**src/rtl/control_sequencer.sv**
```systemverilog
// Microcoded T-state sequencer for the 8-bit bus CPU: steps fetch/execute
// and decodes the IR into per-cycle bus read/write enables.
module control_sequencer (
  input  logic       clk,
  input  logic       rst,
  input  logic       run,
  input  logic [7:0] instruction,
  input  logic       carry_flag,
  input  logic       zero_flag,
  output logic       pc_out,
  output logic       ram_out,
  output logic       ir_out,
  output logic       a_out,
  output logic       alu_out,
  output logic       mar_in,
  output logic       ram_in,
  output logic       ir_in,
  output logic       a_in,
  output logic       b_in,
  output logic       out_in,
  output logic       pc_inc,
  output logic       pc_load,
  output logic       alu_sub,
  output logic       flags_in,
  output logic [2:0] step,
  output logic       halted
);

  localparam logic [2:0] S_IDLE = 3'd0;
  localparam logic [2:0] S_T0   = 3'd1;
  localparam logic [2:0] S_T1   = 3'd2;
  localparam logic [2:0] S_T2   = 3'd3;
  localparam logic [2:0] S_T3   = 3'd4;
  localparam logic [2:0] S_T4   = 3'd5;
  localparam logic [2:0] S_HALT = 3'd7;

  localparam logic [3:0] OP_LDA = 4'h1;
  localparam logic [3:0] OP_ADD = 4'h2;
  localparam logic [3:0] OP_SUB = 4'h3;
  localparam logic [3:0] OP_STA = 4'h4;
  localparam logic [3:0] OP_LDI = 4'h5;
  localparam logic [3:0] OP_JMP = 4'h6;
  localparam logic [3:0] OP_JC  = 4'h7;
  localparam logic [3:0] OP_JZ  = 4'h8;
  localparam logic [3:0] OP_OUT = 4'hE;
  localparam logic [3:0] OP_HLT = 4'hF;

  logic [2:0] state;
  logic [2:0] state_next;
  logic [3:0] opcode;
  logic       unused_operand;

  assign opcode = instruction[7:4];
  // The operand nibble reaches the bus through the IR itself, not through here.
  assign unused_operand = ^instruction[3:0];

  always_ff @(posedge clk or negedge rst) begin
    if (!rst) state <= S_IDLE;
    else      state <= state_next;
  end

  always_comb begin
    state_next = state;
    case (state)
      S_IDLE: if (run) state_next = S_T0;
      S_T0:   if (run) state_next = S_T1;
      S_T1:
        if (run) begin
          case (opcode)
            OP_LDA, OP_ADD, OP_SUB, OP_STA, OP_LDI,
            OP_JMP, OP_JC, OP_JZ, OP_OUT, OP_HLT: state_next = S_T2;
            default:                              state_next = S_T0;
          endcase
        end
      S_T2:
        if (run) begin
          case (opcode)
            OP_LDA, OP_ADD, OP_SUB, OP_STA: state_next = S_T3;
            OP_HLT:                         state_next = S_HALT;
            default:                        state_next = S_T0;
          endcase
        end
      S_T3:
        if (run) begin
          if (opcode == OP_ADD || opcode == OP_SUB) state_next = S_T4;
          else                                      state_next = S_T0;
        end
      S_T4:   if (run) state_next = S_T0;
      S_HALT: state_next = S_HALT;
      default: state_next = S_IDLE;
    endcase
  end

  always_comb begin
    pc_out   = 1'b0;
    ram_out  = 1'b0;
    ir_out   = 1'b0;
    a_out    = 1'b0;
    alu_out  = 1'b0;
    mar_in   = 1'b0;
    ram_in   = 1'b0;
    ir_in    = 1'b0;
    a_in     = 1'b0;
    b_in     = 1'b0;
    out_in   = 1'b0;
    pc_inc   = 1'b0;
    pc_load  = 1'b0;
    alu_sub  = 1'b0;
    flags_in = 1'b0;
    // Gating on run keeps a frozen T-state from issuing a partial micro-op.
    if (run) begin
      case (state)
        S_T0: begin
          pc_out = 1'b1;
          mar_in = 1'b1;
        end
        S_T1: begin
          ram_out = 1'b1;
          ir_in   = 1'b1;
          pc_inc  = 1'b1;
        end
        S_T2:
          case (opcode)
            OP_LDA, OP_ADD, OP_SUB, OP_STA: begin
              ir_out = 1'b1;
              mar_in = 1'b1;
            end
            OP_LDI: begin
              ir_out = 1'b1;
              a_in   = 1'b1;
            end
            OP_JMP: begin
              ir_out  = 1'b1;
              pc_load = 1'b1;
            end
            OP_JC: begin
              ir_out  = carry_flag;
              pc_load = carry_flag;
            end
            OP_JZ: begin
              ir_out  = zero_flag;
              pc_load = zero_flag;
            end
            OP_OUT: begin
              a_out  = 1'b1;
              out_in = 1'b1;
            end
            default: ;
          endcase
        S_T3:
          case (opcode)
            OP_LDA: begin
              ram_out = 1'b1;
              a_in    = 1'b1;
            end
            OP_ADD, OP_SUB: begin
              ram_out = 1'b1;
              b_in    = 1'b1;
            end
            OP_STA: begin
              a_out  = 1'b1;
              ram_in = 1'b1;
            end
            default: ;
          endcase
        S_T4:
          if (opcode == OP_ADD || opcode == OP_SUB) begin
            alu_out  = 1'b1;
            a_in     = 1'b1;
            flags_in = 1'b1;
            alu_sub  = (opcode == OP_SUB);
          end
        default: ;
      endcase
    end
  end

  assign step   = state;
  assign halted = (state == S_HALT);

endmodule

```
**config.mk**
```make
export PLATFORM = sky130hd
export DESIGN_NAME = control_sequencer
export DESIGN_NICKNAME = d
export VERILOG_FILES = /design/src/rtl/control_sequencer.sv
export SDC_FILE = /design/constraint.sdc
export NUM_CORES = 1
export LEC_CHECK = 0
export ABC_AREA = 1
export BUFFER_PORTS_ARGS = -buffer_cell sky130_fd_sc_hd__buf_2
export CAP_MARGIN = 20
export CORE_MARGIN = 10
export CORE_UTILIZATION = 30
export CTS_BUF_LIST = sky130_fd_sc_hd__clkbuf_2
export CTS_CLUSTER_DIAMETER = 50
export DETAILED_ROUTE_END_ITERATION = 8
export PLACE_DENSITY_LB_ADDON = 0.12
export SKIP_CTS_REPAIR_TIMING = 1
export SYNTH_ARGS = -nofsm -noshare
export SYNTH_HDL_FRONTEND = slang
export SYNTH_SLANG_ARGS = --single-unit
```
**constraint.sdc**
```tcl
create_clock -name clk -period 1.1 [get_ports clk]
set_input_delay 0.11 -clock clk [delete_from_list [all_inputs] [get_ports clk]]
set_output_delay 0.11 -clock clk [all_outputs]
set_load 0.005 [all_outputs]
```
; After elaboration in Yosys (flattened, before gate mapping)
; Memories as Yosys holds them, arrays and structs flattened.
; Index checks and enable logic that the tools add are counted.
; W data, S select, Z words.
[word_totals]
regBits = 3
latchBits = 0
ram_bits = 0
romBits = 16
input_bits = 13
output_inout_bits = 19
word_cells = 76
mem_count = 1
[classes]
n_addsub = 0
multipliers = 0
n_div = 0
magnitude_cmp = 0
n_eq_ne = 21
n_shift = 0
muxes = 45
n_bitwise = 0
n_reduce_logical = 8
[memory_table]
columns = name, words, width, rd, rd_clocked_by_memory_dff, write_ports, line
row1 = (name not given), 16, 1, 1, 0, 0, 69  ; case (opcode)
[op_table]
columns = operator, count
row1 = $mux W1, 31
row2 = $mux W3, 6
row3 = $pmux W3 S6, 1
row4 = $eq A4 B3 Y1 const B, 4
row5 = $eq A4 B4 Y1 const B, 3
row6 = $eq A3 B3 Y1 const B, 3
row7 = $pmux W1 S3, 3
row8 = $eq A4 B2 Y1 const B, 2
row9 = $ne A2 B2 Y1 const B, 4
row10 = $eq A3 B2 Y1 const B, 2
row11 = $pmux W1 S2, 3
row12 = $pmux W3 S2, 1
row13 = $reduce_or A6 Y1, 1
row14 = $reduce_and A5 Y1, 1
row15 = $eq A4 B1 Y1 const B, 1
row16 = $reduce_or A2 Y1, 2
row17 = $reduce_or A4 Y1, 1
row18 = $eq A3 B1 Y1 const B, 1
row19 = $logic_not A3 Y1, 1
row20 = $reduce_or A3 Y1, 1
row21 = $ne A2 B1 Y1 const B, 1
row22 = $logic_or A1 B1 Y1, 1

; Depth between registers and ports, before layout
[depth]
ltp_word = 5
mapped_depth = 8
mapped_depth_nobuf = 8

; Worst setup path after synthesis
; No wires, ideal clock.
[synth_timing]
path_kind = register to output
from = register state[2], in the netlist step[2]
to = output port flags_in
arrival_ps = 1109
slack_ps = -119
stages_incl_launch_ff = 6
path_buffers = 1
cell_sequence = dfrtp_1 > inv_2 > nor2_1 > nand3_1 > nor2_1 > buf_4
[synth_between]
elab_chain_len = 3
[synth_lines]
columns = element, line
row1 = start: declaration, 48  ; logic [2:0] state;
row2 = start signal: assignment, 59  ; else state <= state_next;
row3 = $eq A3 B3 Y1, -
row4 = $mux W1 (2 in a row), -
row5 = end: declaration, 24  ; output logic flags_in,
; Every way passes these cells.

; Final worst setup path
[layout_timing]
from = register state[1], in the netlist step[1]
to = output port ram_out
[layout_between]
elab_chain_len = 3
elab_cells_between_ends = 4
cone_classes = 2 x eq/ne / 2 x mux
[layout_lines]
columns = element, line
row1 = $eq A3 B3 Y1 or $eq A3 B2 Y1 (tied branches), 112  ; case (state)
row2 = $pmux W1 S2 *, 112
row3 = $mux W1 *, 111  ; if (run) begin
row4 = end: declaration, 11  ; output logic ram_out,
; Mark *: on every way between the ends. The rest lies on a longest branch, timed or not.

==> out/qor.yml <==
global_routing:
  grt_max_degree: 14
  gr-usage-all-layers: 0.0841
  antenna_found_initial: 0
  grt_pass1_vias: 630
  grt_overflow: 0
  grt_pass1_wl_mm: 2.51
yosys:
  synth_nets: 106
  synth_top_family_by_area: "simple AND/OR/NAND/NOR gates"
  synthesis.area_um2: 503
  synth.distinct_cells: 18
  avgSynthCellArea_um2: 5.41
  synth_cells: 93
  synth_xor_area_frac: 0
  synthSimpleGateAreaFrac: 0.595
  yosysWarnings: 0
  synth-seq-area-share: 0.149
  synth_compound_gate_area_share: 0.107
  synthMuxAreaShare: 0
  ys_seq_elements: 3
  synth_adder_area_share: 0
setup_path:
  critPathKind: "reg -> out"
  startpoint_type: "flip-flop"
  cp.required_ps: 990
  cp_max_fo: 7
  worstPathArrival_ps: 1330
  end_kind: "primary output"
min_path:
  hold_class: "in -> reg"
timing:
  setup_tns_ps: -4230
  fmax_mhz: 693
  finClkSkew_ps: 4.21
  setup_viol: 19
  max_slew_margin: 0.754
  grt_setup_unrepaired: "yes"
  drv_slew: 0
  setup_slack_ps: -343
  min_period_ps: 1440
  hold_viol: 0
  fin_crit_sh: 1.31
  worst_pin_slew_ps: 367
clock_network:
  root_buffer: "clkbuf_2"
  htree_levels: 1
  tritoncts: "built"
  worstSkewPairLatency_ps: 200
  clock_sinks: 3
  clk_pin_slew_ps: 40
  clk_path_buf_depth: 2
  cts_buffers: 3
power_and_ir_drop:
  leakagePower_nw: 0.521
  power_frac_comb: 0.612
  p_int_uw: 576
  p_seq_frac: 0.256
  total_power_mw: 1.13
  power_density_nw_per_um2: 1350
  p_sw_frac: 0.490
  p_clk_frac: 0.132
  switching_power_uw: 554
  ir_worst_vdd_mv: 1.13
cells_and_area:
  largest_reg_flops: 3
  layout_common_cells: "buf_2 (27), nand2_1 (26), inv_1 (14), nor2_1 (13), buf_4 (13)"
  syn_to_final_growth_pct: 66.2
  layout-drive-gt1-share: 0.489
  mostFrequentLayoutCell: "buf_2"
  diodes: 0
  finalNetCount: 149
floorplan:
  die_height_um: 60.9
  rows: 14
  ios: 32
  start_util: 0.326
  die_x_um: 60.9
  placeableCoreArea_um2: 1540
  die_area_um2: 3710
outcome:
  status: "complete, but fails checks"
  failed_checks: "negative setup slack"
flow_run:
  drv_cap: 0
detailed_routing:
  vias_per_cell: 4.65
  ant_nets: 0
  wl_mm: 1.71
  drc: 0
  drt_pass1_iterations: 5
  wl_per_cell_um: 11.3
  num_vias: 702
  drt_iter0_drc: 10
placed_design:
  dp_hpwl_mm: 1.43
  gp_congestion: 0.854
  io_buffer_count: 27
==> stage by stage <==
step                utilization  cells  setup WS [ps]  hold slack [ps]  cell area [um^2]
finish                    0.542    151           -343              221               836
global route              0.542    151           -429              233               836
CTS                       0.489    148           -364             -320               753
detailed placement        0.476    144           -128            -92.7               733
global placement          0.476    144          -87.4            -93.1               733
floorplan                     -     93          -16.7             -186               514
==> power by group through the flow <==
stage	clock, mW	sequential (mW)	combinational [mW]
final	0.150	0.289	0.692
after global routing	0.164	0.301	0.772
after CTS	0.160	0.280	0.643
after detailed placement	0	0.282	0.640
after global placement	0	0.280	0.638
after floorplan	0	0.279	0.341
==> kinds of logic after synthesis <==
kind of cell           after synthesis
flip-flops                           3
AO/OA/AOI/OAI                        8
buffers and inverters               18
AND/OR/NAND/NOR                     64
==> layer usage <==
layer,track usage,share of wire
met1,0.0942,0.44
met5,0,0
met4,0.0313,0
met3,0.0271,0.10
met2,0.144,0.46
==> worst paths after layout <==
path,start,to,slack [ps],cells after the start
max in group asynchronous,rst,step[1]$_DFFE_PN0P_,730,2
hold reg to reg,step[1]$_DFFE_PN0P_,step[1]$_DFFE_PN0P_,700,2
hold / removal,run,step[0]$_DFFE_PN0P_,220,3
setup reg to reg,step[0]$_DFFE_PN0P_,step[1]$_DFFE_PN0P_,-90,7
min in group asynchronous,rst,step[2]$_DFFE_PN0P_,240,2
setup / recovery,step[1]$_DFFE_PN0P_,ram_out,-340,5
==> cell type report <==
class / instances / area [um^2]
Multi-Input combinational cell: 72 / 415
Timing Repair Buffer: 41 / 243
Tap cell: 16 / 20.0
Clock buffer: 4 / 20.0
Fill cell: 162 / 706
Inverter: 15 / 58.8
Sequential cell: 3 / 78.8
==> critical path, stage by stage (launching register included) <==
cell	delay, ps
dfrtp_2	480
inv_1	100
nor3_2	180
inv_1	90
a21oi_1	160
buf_2	130
==> synthesized netlist by cell type (all sizes together) <==
cell	count	area (um^2)
nor2	18	82.6
dfrtp	3	75.1
o21bai	1	7.51
a21oi	4	23.8
nand3	11	55.1
o21ai	2	10.0
o31ai	1	12.5
nor3	5	41.3
inv	15	56.3
clkbuf	1	3.75
nand2	30	120
buf	2	15.0
(Power assumes the default switching activity.)
